===== src/rtl/control.sv =====
// control: registered 16-bit microinstruction word decoded into datapath strobes.
// Optional CONTROL_ILLEGAL_EN adds an `illegal` output for reserved load code / nonzero W[1:0].
module control (
    input  logic        clk,
    input  logic        reset,
    input  logic [15:0] uinstr,
    output logic        EO_bar,
    output logic        PO_bar,
    output logic        IOH_bar,
    output logic        IOL_bar,
    output logic        XO_bar,
    output logic        YO_bar,
    output logic        RO,
    output logic        DO,
    output logic        RT,
    output logic        PP,
    output logic        MI,
    output logic        RI,
    output logic        DI,
    output logic        II_bar,
    output logic        XI_bar,
    output logic        YI_bar,
    output logic        JC,
    output logic        JZ,
    output logic        JGT,
    output logic        JLT,
`ifdef CONTROL_ILLEGAL_EN
    output logic        illegal,
`endif
    output logic [5:0]  ALU_flags
);

    logic [15:0] w_q, w_d;
    logic        non_eo;
    logic [2:0]  osel, isel;

    assign w_d    = uinstr;
    assign non_eo = w_q[15];
    assign osel   = w_q[14:12];
    assign isel   = w_q[8:6];

    // Word register; reset parks it on a word that decodes to all-inactive.
    always_ff @(posedge clk or posedge reset) begin
        if (reset) w_q <= 16'hF000;
        else       w_q <= w_d;
    end

    // Pure decode of the held word; at most one bus driver and one load at a time.
    always_comb begin
        EO_bar    = non_eo;
        PO_bar    = !(non_eo && osel == 3'd0);
        IOH_bar   = !(non_eo && osel == 3'd1);
        IOL_bar   = !(non_eo && osel == 3'd2);
        RO        = non_eo && osel == 3'd3;
        XO_bar    = !(non_eo && osel == 3'd4);
        YO_bar    = !(non_eo && osel == 3'd5);
        DO        = non_eo && osel == 3'd6;
        RT        = non_eo && w_q[11];
        PP        = non_eo && w_q[10];
        ALU_flags = non_eo ? 6'd0 : w_q[14:9];
        MI        = isel == 3'd1;
        II_bar    = isel != 3'd2;
        RI        = isel == 3'd3;
        XI_bar    = isel != 3'd4;
        YI_bar    = isel != 3'd5;
        DI        = isel == 3'd6;
        JC        = w_q[5];
        JZ        = w_q[4];
        JGT       = w_q[3];
        JLT       = w_q[2];
    end

`ifdef CONTROL_ILLEGAL_EN
    // Flags the reserved load code and any use of the spare low bits.
    always_comb begin
        illegal = (isel == 3'b111) || (w_q[1:0] != 2'b00);
    end
`else
    logic unused_bits;
    assign unused_bits = ^w_q[1:0];
`endif

endmodule


===== config.mk =====
export PLATFORM = sky130hd
export DESIGN_NAME = control
export DESIGN_NICKNAME = d
export VERILOG_FILES = /design/src/rtl/control.sv
export SDC_FILE = /design/constraint.sdc
export NUM_CORES = 1
export LEC_CHECK = 0
export CAP_MARGIN = 20
export CORE_MARGIN = 8
export CORE_UTILIZATION = 33
export CTS_CLUSTER_DIAMETER = 80
export DETAILED_ROUTE_END_ITERATION = 7
export GPL_ROUTABILITY_DRIVEN = 0
export PLACE_DENSITY = 0.78
export SLEW_MARGIN = 20
export SYNTH_ARGS = -nofsm -noshare
export SYNTH_HDL_FRONTEND = slang
export SYNTH_SLANG_ARGS = --single-unit

===== constraint.sdc =====
create_clock -name clk -period 2.8 [get_ports clk]
set_input_delay 0.42 -clock clk [delete_from_list [all_inputs] [get_ports clk]]
set_output_delay 0.42 -clock clk [all_outputs]
set_load 0.02 [all_outputs]

# --- After elaboration in Yosys (flattened, before gate mapping) ---
# Cells that the tools add are included.
op_classes:
  eq_ne: 12
  n_mux: 1
  n_reduce_logical: 15
op_table:
  columns: ["cell", "n"]
  rows:
  - ["== test 3 bit, second input constant", 4]
  - ["== test 3 x 2 -> 1 bit, second input constant", 3]
  - ["logical AND 1 bit", 9]
  - ["== test 3 x 1 -> 1 bit, second input constant", 2]
  - ["two-way mux 6 bit", 1]
  - ["inequality test 3 bit, second input constant", 2]
  - ["logical NOT 1 bit", 5]
  - ["logical NOT 3 bit", 1]
  - ["inequality test 3 x 2 -> 1 bit, second input constant", 1]
word_totals:
  reg_bits: 16

# --- Logic depth before layout (Yosys ltp) ---
# Gate-level depths: netlist of run 1.
depth:
  depth_word: 3
  ltp_mapped: 2
  depth_no_buf: 1

# --- Worst setup path after synthesis of run 1 ---
# OpenSTA, ideal clock, no wires.
synth_timing:
  path_kind: "register to output"
  startpoint: "reg w_q[15]"
  endpoint: "out PO_bar"
  t_arrival_ps: 1171
  path_slack_ps: 1209
  path_stages_with_launch: 2
  n_path_buf: 0
  path_cell_list: "dfstp_2 -> or4b_1"
synth_via:
  elab_chain_cells: 2
synth_rtl:
  columns: ["item", "line_no", "text"]
  rows:
  - ["start: declaration", "33", "logic [15:0] w_q, w_d;"]
  - ["start signal: assignment", "45", "else w_q <= w_d;"]
  - ["logical AND 1 bit", "51", "PO_bar = !(non_eo && osel == 3'd0);"]
  - ["logical NOT 1 bit", "51", null]
  - ["end: declaration", "8", "output logic PO_bar,"]
# No other way between the ends.

# --- Final worst setup path of run 1 ---
# Same ends and word-level chain as after synthesis.

==> results of run 1 <==
[cell usage after synthesis (all sizes together) (2+ instances only)]
master / number / area, um2
nor2b: 6 / 40.04
nand4bb: 3 / 33.78
and2: 2 / 12.51
or3b: 2 / 17.52
and4b: 2 / 20.02
and3b: 2 / 17.52
dfrtp: 10 / 250.2
dfstp: 4 / 105.1
[layer usage]
layer	wire length, um	GRT usage	vias up
met5	0	0	-
met4	36	0.06186	0
met3	204	0.07416	4
met2	669	0.1395	26
met1	499	0.08079	198
li1	-	-	219
[layout make-up]
| class | count | area [um2] |
|---|---|---|
| fillers | 109 | 533.0 |
| repair buffers | 41 | 410.4 |
| flip-flops and latches | 14 | 355.3 |
| multi-input cells | 21 | 175.2 |
| clock buffers | 4 | 26.28 |
| well taps | 16 | 20.02 |
| inverters | 1 | 3.754 |
[how the worst max path moves through the flow]
| stage | end | slack, ns | depth (start not counted) |
|---|---|---|---|
| after floorplan | PO_bar | 1.21 | 1 |
| after global placement | PO_bar | 0.72 | 2 |
| after detailed placement | PO_bar | 0.71 | 2 |
| after CTS | PO_bar | 0.41 | 2 |
| after global routing | PO_bar | 0.35 | 2 |
| final | PO_bar | 0.43 | 2 |
[logic make-up (layout without fill, tap and decap cells)]
group                  count (synthesis)  after routing  share of synthesized area
buffers and inverters                  2             46                    0.01623
flip-flops                            14             14                     0.6589
AND/OR/NAND/NOR                       21             21                     0.3248
[power by group]
part | leakage [nW] | switching (W) | internal (W)
sequential | 0.159 | 0.0000104 | 0.000215
clock | 0.0150 | 0.0000580 | 0.0000552
combinational | 0.227 | 0.0000358 | 0.0000522
[through the flow]
step                      instance area (um2)  cells  setup WS, ns
final                                   991.0     97        0.4253
after global routing                    991.0     97        0.3464
after CTS                               991.0     97        0.4089
after detailed placement                964.7     93        0.7086
after global placement                  964.7     93        0.7232
after floorplan                         539.3     37         1.209
==> out/results.txt, run 1 <==
Synthesis warning total: 0
Post-detailed-route count of antenna-violating nets: 0
Total routing resource utilization after global routing: 0.09199
Number of synthesized register bits: 14
Most common library cell in the layout ignoring fill and taps: sky130_fd_sc_hd__clkdlybuf4s50_1
Critical Path Start Type: flop
Number of post-CTS setup repair buffers: 0
Proportion of synthesized chip area in sequential cells: 0.6589
H-tree depth: 1
Min cycle time layout: 2.375 ns
WL final: 1.410 mm
Number of buffers on the longest clock path: 2
Max FO, Critical Path: 16
Transition time at the pin with the least slew margin: 0.4911 ns
Hold-fix buffers, CTS: 0
Clock transition at the registers of the reported paths: 0.08 ns
Final setup fails: 0
Number of global-route vias before repair: 480
Registers with the most flip-flops: w_q: 14 flops
PostCTS Resize Cnt: 0
Global-route wire length before repair: 2.277 mm
Starting DRC count in detailed routing: 3
Setup repair after global routing missed its margin: false
Endpoint arrival time on the critical path: 1.95 ns
Post-synthesis net count: 55
Average wire length per cell after detail routing: 14.54 um
Peak supply drop: 0.3338 mV
Worst slew margin relative to its limit: 0.6723
Via density per instance: 4.608
Chain of cells forming the critical path: or4b_1 -> clkdlybuf4s50_1
Count of pins over their slew limit: 0
Flip-flop count of the largest register, all copies and words added: 14
Grt total ovfl: 0
Number of buffers and inverters on the critical path: 1
Pwr dens: 430.3 nW/um2
Vert. Die Dim: 56.43 um
Detailed-route via count: 447
Hpwl dp: 1.178 mm
I/O pin total: 44
Final period util: 0.8481
Worst Setup End Kind: output port
Critical Path Start: w_q[15]$_DFF_PP1_
CTS tree: yes
Highest cell delay on the worst timing path: 0.68 ns
Post-layout utilization of the core: 0.6502
Router iterations before antenna repair: 4
Power, Total: 0.0004264 W
Biggest register: w_q
Number of remaining DRC errors: 0
Syn-to-layout area delta: 83.76%
Final Hold Fails: 0
Site Rows: 14
Setup total negative slack: 0 ns
Worst path top cell family by delay: flip-flops
Highest attainable clock frequency: 0.4211 GHz
Number of flops mapped to enable cells by yosys: 0
Critical path start-end classification: reg -> out
Fraction of layout cells with a size suffix above 1: 0.09877
Die W: 56.43 um
Antenna diode count: 0
Hold slack: 0.4589 ns
Cell with the biggest individual delay on the critical path: sky130_fd_sc_hd__dfstp_2
Fraction of registers with async set/reset: 1.000
Root Buffer Master: sky130_fd_sc_hd__clkbuf_4
Run status: finished, final reports clean
Initial Util: 0.3539
Antenna violations before repair: 0
Total Nets Final: 100
Core area: 1524 um2
Avg Inst Size Synth: 14.57 um2
Area of the die: 3184 um2
Clock sink count: 14
Max-capacitance violation count: 0
IO buf count: 41
Post-synth design cell area: 539.3 um2
Kind of path behind the tightest hold check: in -> async
Cells after Synth: 37
Cell variety after synth: 15
Pin count of the biggest net entering global routing: 17
CTS buffer count: 3
Static leakage: 0.4009 nW
Most instantiated flip-flop cell in the synthesis netlist: sky130_fd_sc_hd__dfrtp_1
Most used cells in the layout excluding fill and tap cells: sky130_fd_sc_hd__clkdlybuf4s50_1, sky130_fd_sc_hd__dfrtp_1, sky130_fd_sc_hd__nor2b_1
Required arrival time at the worst endpoint: 2.38 ns
Note: power is estimated with default switching activity, not from simulation.
==> run 2: changes to the inputs <==
--- a/config.mk
+++ b/config.mk
@@ -7,11 +7,11 @@
 export LEC_CHECK = 0
 export CAP_MARGIN = 20
 export CORE_MARGIN = 8
-export CORE_UTILIZATION = 33
+export CORE_UTILIZATION = 31
 export CTS_CLUSTER_DIAMETER = 80
 export DETAILED_ROUTE_END_ITERATION = 7
 export GPL_ROUTABILITY_DRIVEN = 0
-export PLACE_DENSITY = 0.78
+export PLACE_DENSITY = 0.74
 export SLEW_MARGIN = 20
 export SYNTH_ARGS = -nofsm -noshare
 export SYNTH_HDL_FRONTEND = slang
==> constraint.sdc (replaced) <==
create_clock -name clk -period 2.2 [get_ports clk]
set_input_delay 0.33 -clock clk [delete_from_list [all_inputs] [get_ports clk]]
set_output_delay 0.33 -clock clk [all_outputs]
set_load 0.02 [all_outputs]
==> run 2 against run 1 <==
Effect of this change:
- clock power grew 25%
- final cell count rose by 2.1%
- routed wire length fell by 4.8%
- critical endpoint is now DO
- largest cell class unchanged
- largest power group unchanged
==> out/results.txt, run 2 (synthesized netlist as in run 1, its figures left out) <==
Router iterations before antenna repair: 2
Final Hold Fails: 0
Number of buffers and inverters on the critical path: 2
Grt total ovfl: 0
Syn-to-layout area delta: 85.38%
Int Power: 0.0004112 W
Most common library cell in the layout ignoring fill and taps: sky130_fd_sc_hd__clkdlybuf4s50_1
PostCTS Resize Cnt: 0
Chain of cells forming the critical path: buf_4 -> and4b_1 -> clkdlybuf4s50_1
Antenna violations before repair: 0
Worst path top cell family by delay: buffers and inverters
Site Rows: 15
Filler cells: 157
Design Area, Final: 999.7 um2
Most used cells in the layout excluding fill and tap cells: sky130_fd_sc_hd__clkdlybuf4s50_1, sky130_fd_sc_hd__dfrtp_1, sky130_fd_sc_hd__nor2b_1
Critical path start-end classification: reg -> out
Clock transition at the registers of the reported paths: 0.08 ns
Max FO, Critical Path: 15
Total Nets Final: 101
Highest cell delay on the worst timing path: 0.60 ns
Placed instance count: 95
Fraction of layout cells with a size suffix above 1: 0.1098
Setup repair after global routing missed its margin: false
Number of global-route vias before repair: 441
I/O pin total: 44
IO buf count: 41
Pin count of the biggest net entering global routing: 16
Post-Place Worst Slack: 0.3810 ns
Pwr dens: 540.4 nW/um2
Final setup fails: 0
Peak supply drop: 0.4037 mV
Switching power: 0.0001291 W
Vert. Die Dim: 57.71 um
Total number of cells along the worst setup path: 3
Number of non-filler instances in the completed layout: 99
Core area: 1689 um2
Area of the multi-input gates: 175.2 um2
Detailed-route via count: 444
Highest attainable clock frequency: 0.4772 GHz
Global-route wire length before repair: 2.221 mm
Power, Total: 0.0005403 W
Biggest register: w_q
Final period util: 0.9525
Static leakage: 0.4057 nW
Number of buffers on the longest clock path: 2
Number of post-CTS setup repair buffers: 0
Proportion of power drawn by combinational gates: 0.215
Run status: finished, final reports clean
Post-detailed-route count of antenna-violating nets: 0
Switching portion of total power: 0.2390
Hold-fix buffers, CTS: 0
Kind of path behind the tightest hold check: in -> async
Clock sink count: 14
Area of the die: 3330 um2
Number of remaining DRC errors: 0
Antenna diode count: 0
Via density per instance: 4.485
Endpoint arrival time on the critical path: 1.77 ns
Transition time at the pin with the least slew margin: 0.4935 ns
Worst slew margin relative to its limit: 0.6706
Storage element area: 355.3 um2
Worst Setup End Kind: output port
Max-capacitance violation count: 0
Registers with the most flip-flops: w_q: 14 flops
Critical Path Start Type: flop
Relative contribution of sequential cells to total power: 0.524
Average wire length per cell after detail routing: 13.57 um
Count of pins over their slew limit: 0
H-tree depth: 1
Flip-flop count of the largest register, all copies and words added: 14
Root Buffer Master: sky130_fd_sc_hd__clkbuf_4
Part of the power in the clock network: 0.261
WL final: 1.343 mm
Die W: 57.71 um
Total routing resource utilization after global routing: 0.08867
Required arrival time at the worst endpoint: 1.87 ns
CTS tree: yes
Initial Util: 0.3193
CTS buffer count: 3
Cell with the biggest individual delay on the critical path: sky130_fd_sc_hd__clkdlybuf4s50_1
Starting DRC count in detailed routing: 6
Placed cell area: 973.4 um2
Min cycle time layout: 2.095 ns
Setup total negative slack: 0 ns
Worst Setup Slack, final: 0.1046 ns
run 2: cell count changes in the layout (fill, tap and decap cells not counted), sizes merged:
| cell | previous run | this run |
|---|---|---|
| buf | 0 | 1 |
run 2: final timing paths:
path	from	to	slack [ns]
hold / removal	reset	w_q[8]$_DFF_PP0_	0.38
min in group clk	uinstr[15]	w_q[15]$_DFF_PP1_	0.47
max in group asynchronous	reset	w_q[14]$_DFF_PP1_	1.46
setup / recovery	w_q[15]$_DFF_PP1_	DO	0.10
run 2: area by class of cell:
class	instances	area share
Clock buffer	4	0.02628
Timing Repair Buffer	42	0.4180
Tap cell	17	0.02128
Sequential cell	14	0.3554
Inverter	1	0.003755
Multi-Input combinational cell	21	0.1752
run 2: per-layer routing:
metal / part of all wire / up-vias / GRT usage / wire length (um)
met5: 0 / - / 0 / 0
met2: 0.51 / 25 / 0.1511 / 686
met1: 0.35 / 197 / 0.07662 / 471
met4: 0.023 / 0 / 0.07343 / 31
li1: - / 220 / - / -
met3: 0.11 / 2 / 0.04415 / 154
run 2: through the flow:
stage / hold slack [ns] / util
floorplan: 0.2164 / -
global placement: 0.6840 / 0.5763
detailed placement: 0.6883 / 0.5763
CTS: 0.3786 / 0.5919
global route: 0.4275 / 0.5919
finish: 0.3763 / 0.5919
run 2: power groups by stage:
stage	Clock, W	Combinational [W]	Sequential (W)
after floorplan	0	0.0000410	0.000293
after global placement	0	0.000116	0.000287
after detailed placement	0	0.000118	0.000288
after CTS	0.000153	0.000118	0.000283
after global routing	0.000163	0.000124	0.000286
final	0.000141	0.000116	0.000283
==> patch (settings of run 2) <==
The option `CONTROL_ILLEGAL_EN` is turned on by a define.
--- a/src/rtl/control.sv
+++ b/src/rtl/control.sv
@@ -1,5 +1,7 @@
 // control: registered 16-bit microinstruction word decoded into datapath strobes.
 // Optional CONTROL_ILLEGAL_EN adds an `illegal` output for reserved load code / nonzero W[1:0].
+`define CONTROL_ILLEGAL_EN
+
 module control (
     input  logic        clk,
     input  logic        reset,
Formal check against the unedited RTL (old outputs only; new: illegal): equivalent (equiv_simple and equiv_induct, registers matched by name and starting in step).
==> patch against run 2 <==
Utilization down 0.50 points. Wire length rose by 6.2%. Clock power up 30%. Area after synthesis rose by 11%. Largest cell class unchanged. Cell area grew 12%. Worst setup slack got worse by 14 ps. Total power increased by 17%. Global-route usage decreased by 0.71 points. Critical path depth unchanged. Cell count grew 16%. Sequential cell count up 2. Combinational power up 7%.
==> patch: results (changes against run 2) <==
[clock_network]
path_clk_slew_ps=90
cts_hold_buf=0  ; unchanged
clockBufferDepth=2  ; unchanged
clock_sinks=16  ; was 14
clockRootBuffer=clkbuf_4  ; unchanged
cts_buffers=3  ; unchanged

[cells_and_area]
stdcell_count=115  ; was 99
nFillCells=158  ; was 157
top_regs=w_q: 16 flops  ; was w_q: 14 flops
drive_gt1_share_pct=12.5  ; was 11.0%
n_antenna_cell=0  ; unchanged

[grt]
grt_max_degree=17  ; was 16
grt_antenna_before_repair=0  ; unchanged
grtUsageTotal_pct=8.16  ; was 8.87%
first_global_vias=479  ; was 441
grt_pass1_wl_um=2130  ; was 2220 um

[placed_design]
placedCellCount=111  ; was 95
io_buffers=44  ; was 41
dp_hpwl_um=1210

[yosys]
synth_compound_area_share_pct=1.67  ; was 0%
synth_area_leaders=dfrtp_1, dfstp_2, nand4bb_1  ; unchanged
synth.area.mux_share_pct=0  ; unchanged
yosys.area_share.adder_pct=0  ; unchanged
seq_area_frac_synth_pct=67.5  ; was 65.9%
avgSynthCellArea_um2=15.0  ; was 14.6 um^2
async_flop_share_pct=100  ; unchanged
synth_common_cells=dfrtp_1, nor2b_1, dfstp_2, nand4bb_1  ; unchanged
synth_nets=58  ; was 55
synth-xor-area-share_pct=0  ; unchanged
yosysUniqueCellTypes=17  ; was 15

[min_path]
hold_path.class=input port to async pin  ; unchanged

[pwr]
p_switching_mw=0.145  ; was 0.129 mW
irDropWorstVdd_v=0.000379  ; was 0.000404 V
leakagePower_nw=0.466  ; was 0.406 nW

[detailed_routing]
post_drt_via_cell_ratio=4.28  ; was 4.48
wl_met1_um=500  ; was 471 um
top_layer=met3  ; was met4
met3_length_um=221  ; was 154 um
routedWlPerCell_um=12.4  ; was 13.6 um
wl_met2_um=704  ; was 686 um
dr.pass1.iters=3  ; was 2
drtIter0Drc=8  ; was 6

[worst_setup_path]
path_max_fanout=15  ; unchanged
arrival_ps=1780
endpoint=RO  ; was DO

[status]
outcome=finished clean  ; unchanged

[timing]
setup_viol=0  ; unchanged
slew_headroom_pct=62.1  ; was 67.1%

patch: cell type report:
type | instances | area (um^2) | area share (%)
Multi-Input combinational cell | 22 | 186 | 16.7
Sequential cell | 16 | 405 | 36.3
Tap cell | 27 | 33.8 | 3.03
Inverter | 1 | 3.75 | 0.336
Timing Repair Buffer | 45 | 450 | 40.4
Clock buffer | 4 | 36.3 | 3.25
patch: kinds of logic after synthesis:
logic type / count (synthesis)
flops: 16
compound gates: 1
buf+inv: 2
simple gates: 21
patch: routing by layer:
layer / GRT usage (%) / vias up
met4: 4.08 / 0
met5: 0 / -
met1: 7.72 / 224
li1: - / 239
met2: 13.5 / 29
met3: 4.95 / 0
patch: timing repair:
action                                  CTS  global route
resized for setup                         0             1
hold endpoints to repair                  0             0
endpoints found under the setup margin    0             1
setup buffers                             0             0
patch: stage by stage:
stage          worst slack (ps)  hold WS, ps  cell area (um^2)
6_report                   90.7          397              1120
5_1_grt                    9.78          426              1120
4_1_cts                    38.0          406              1110
3_5_place_dp                360          718              1080
3_3_place_gp                378          713              1080
2_1_floorplan               697          241               601
patch: how the worst min path moves through the flow:
stage                from  endpoint
2_1_floorplan       reset    w_q[0]
3_3_place_gp        reset    w_q[4]
3_5_place_dp        reset    w_q[4]
4_1_cts             reset    w_q[1]
5_1_grt        uinstr[12]   w_q[12]
6_report            reset    w_q[1]
patch: worst max-delay path: stages, from the launching register on:
cell	delay (ps)
dfstp_2	530
buf_4	180
and4b_1	200
clkdlybuf4s50_1	600
patch: power by group through the flow:
stage	clock (mW)	sequential, mW	combinational, mW
after floorplan	0	0.333	0.0440
after CTS	0.195	0.323	0.127
final	0.183	0.323	0.124
after global placement	0	0.328	0.125
after global routing	0.209	0.326	0.133
after detailed placement	0	0.329	0.127
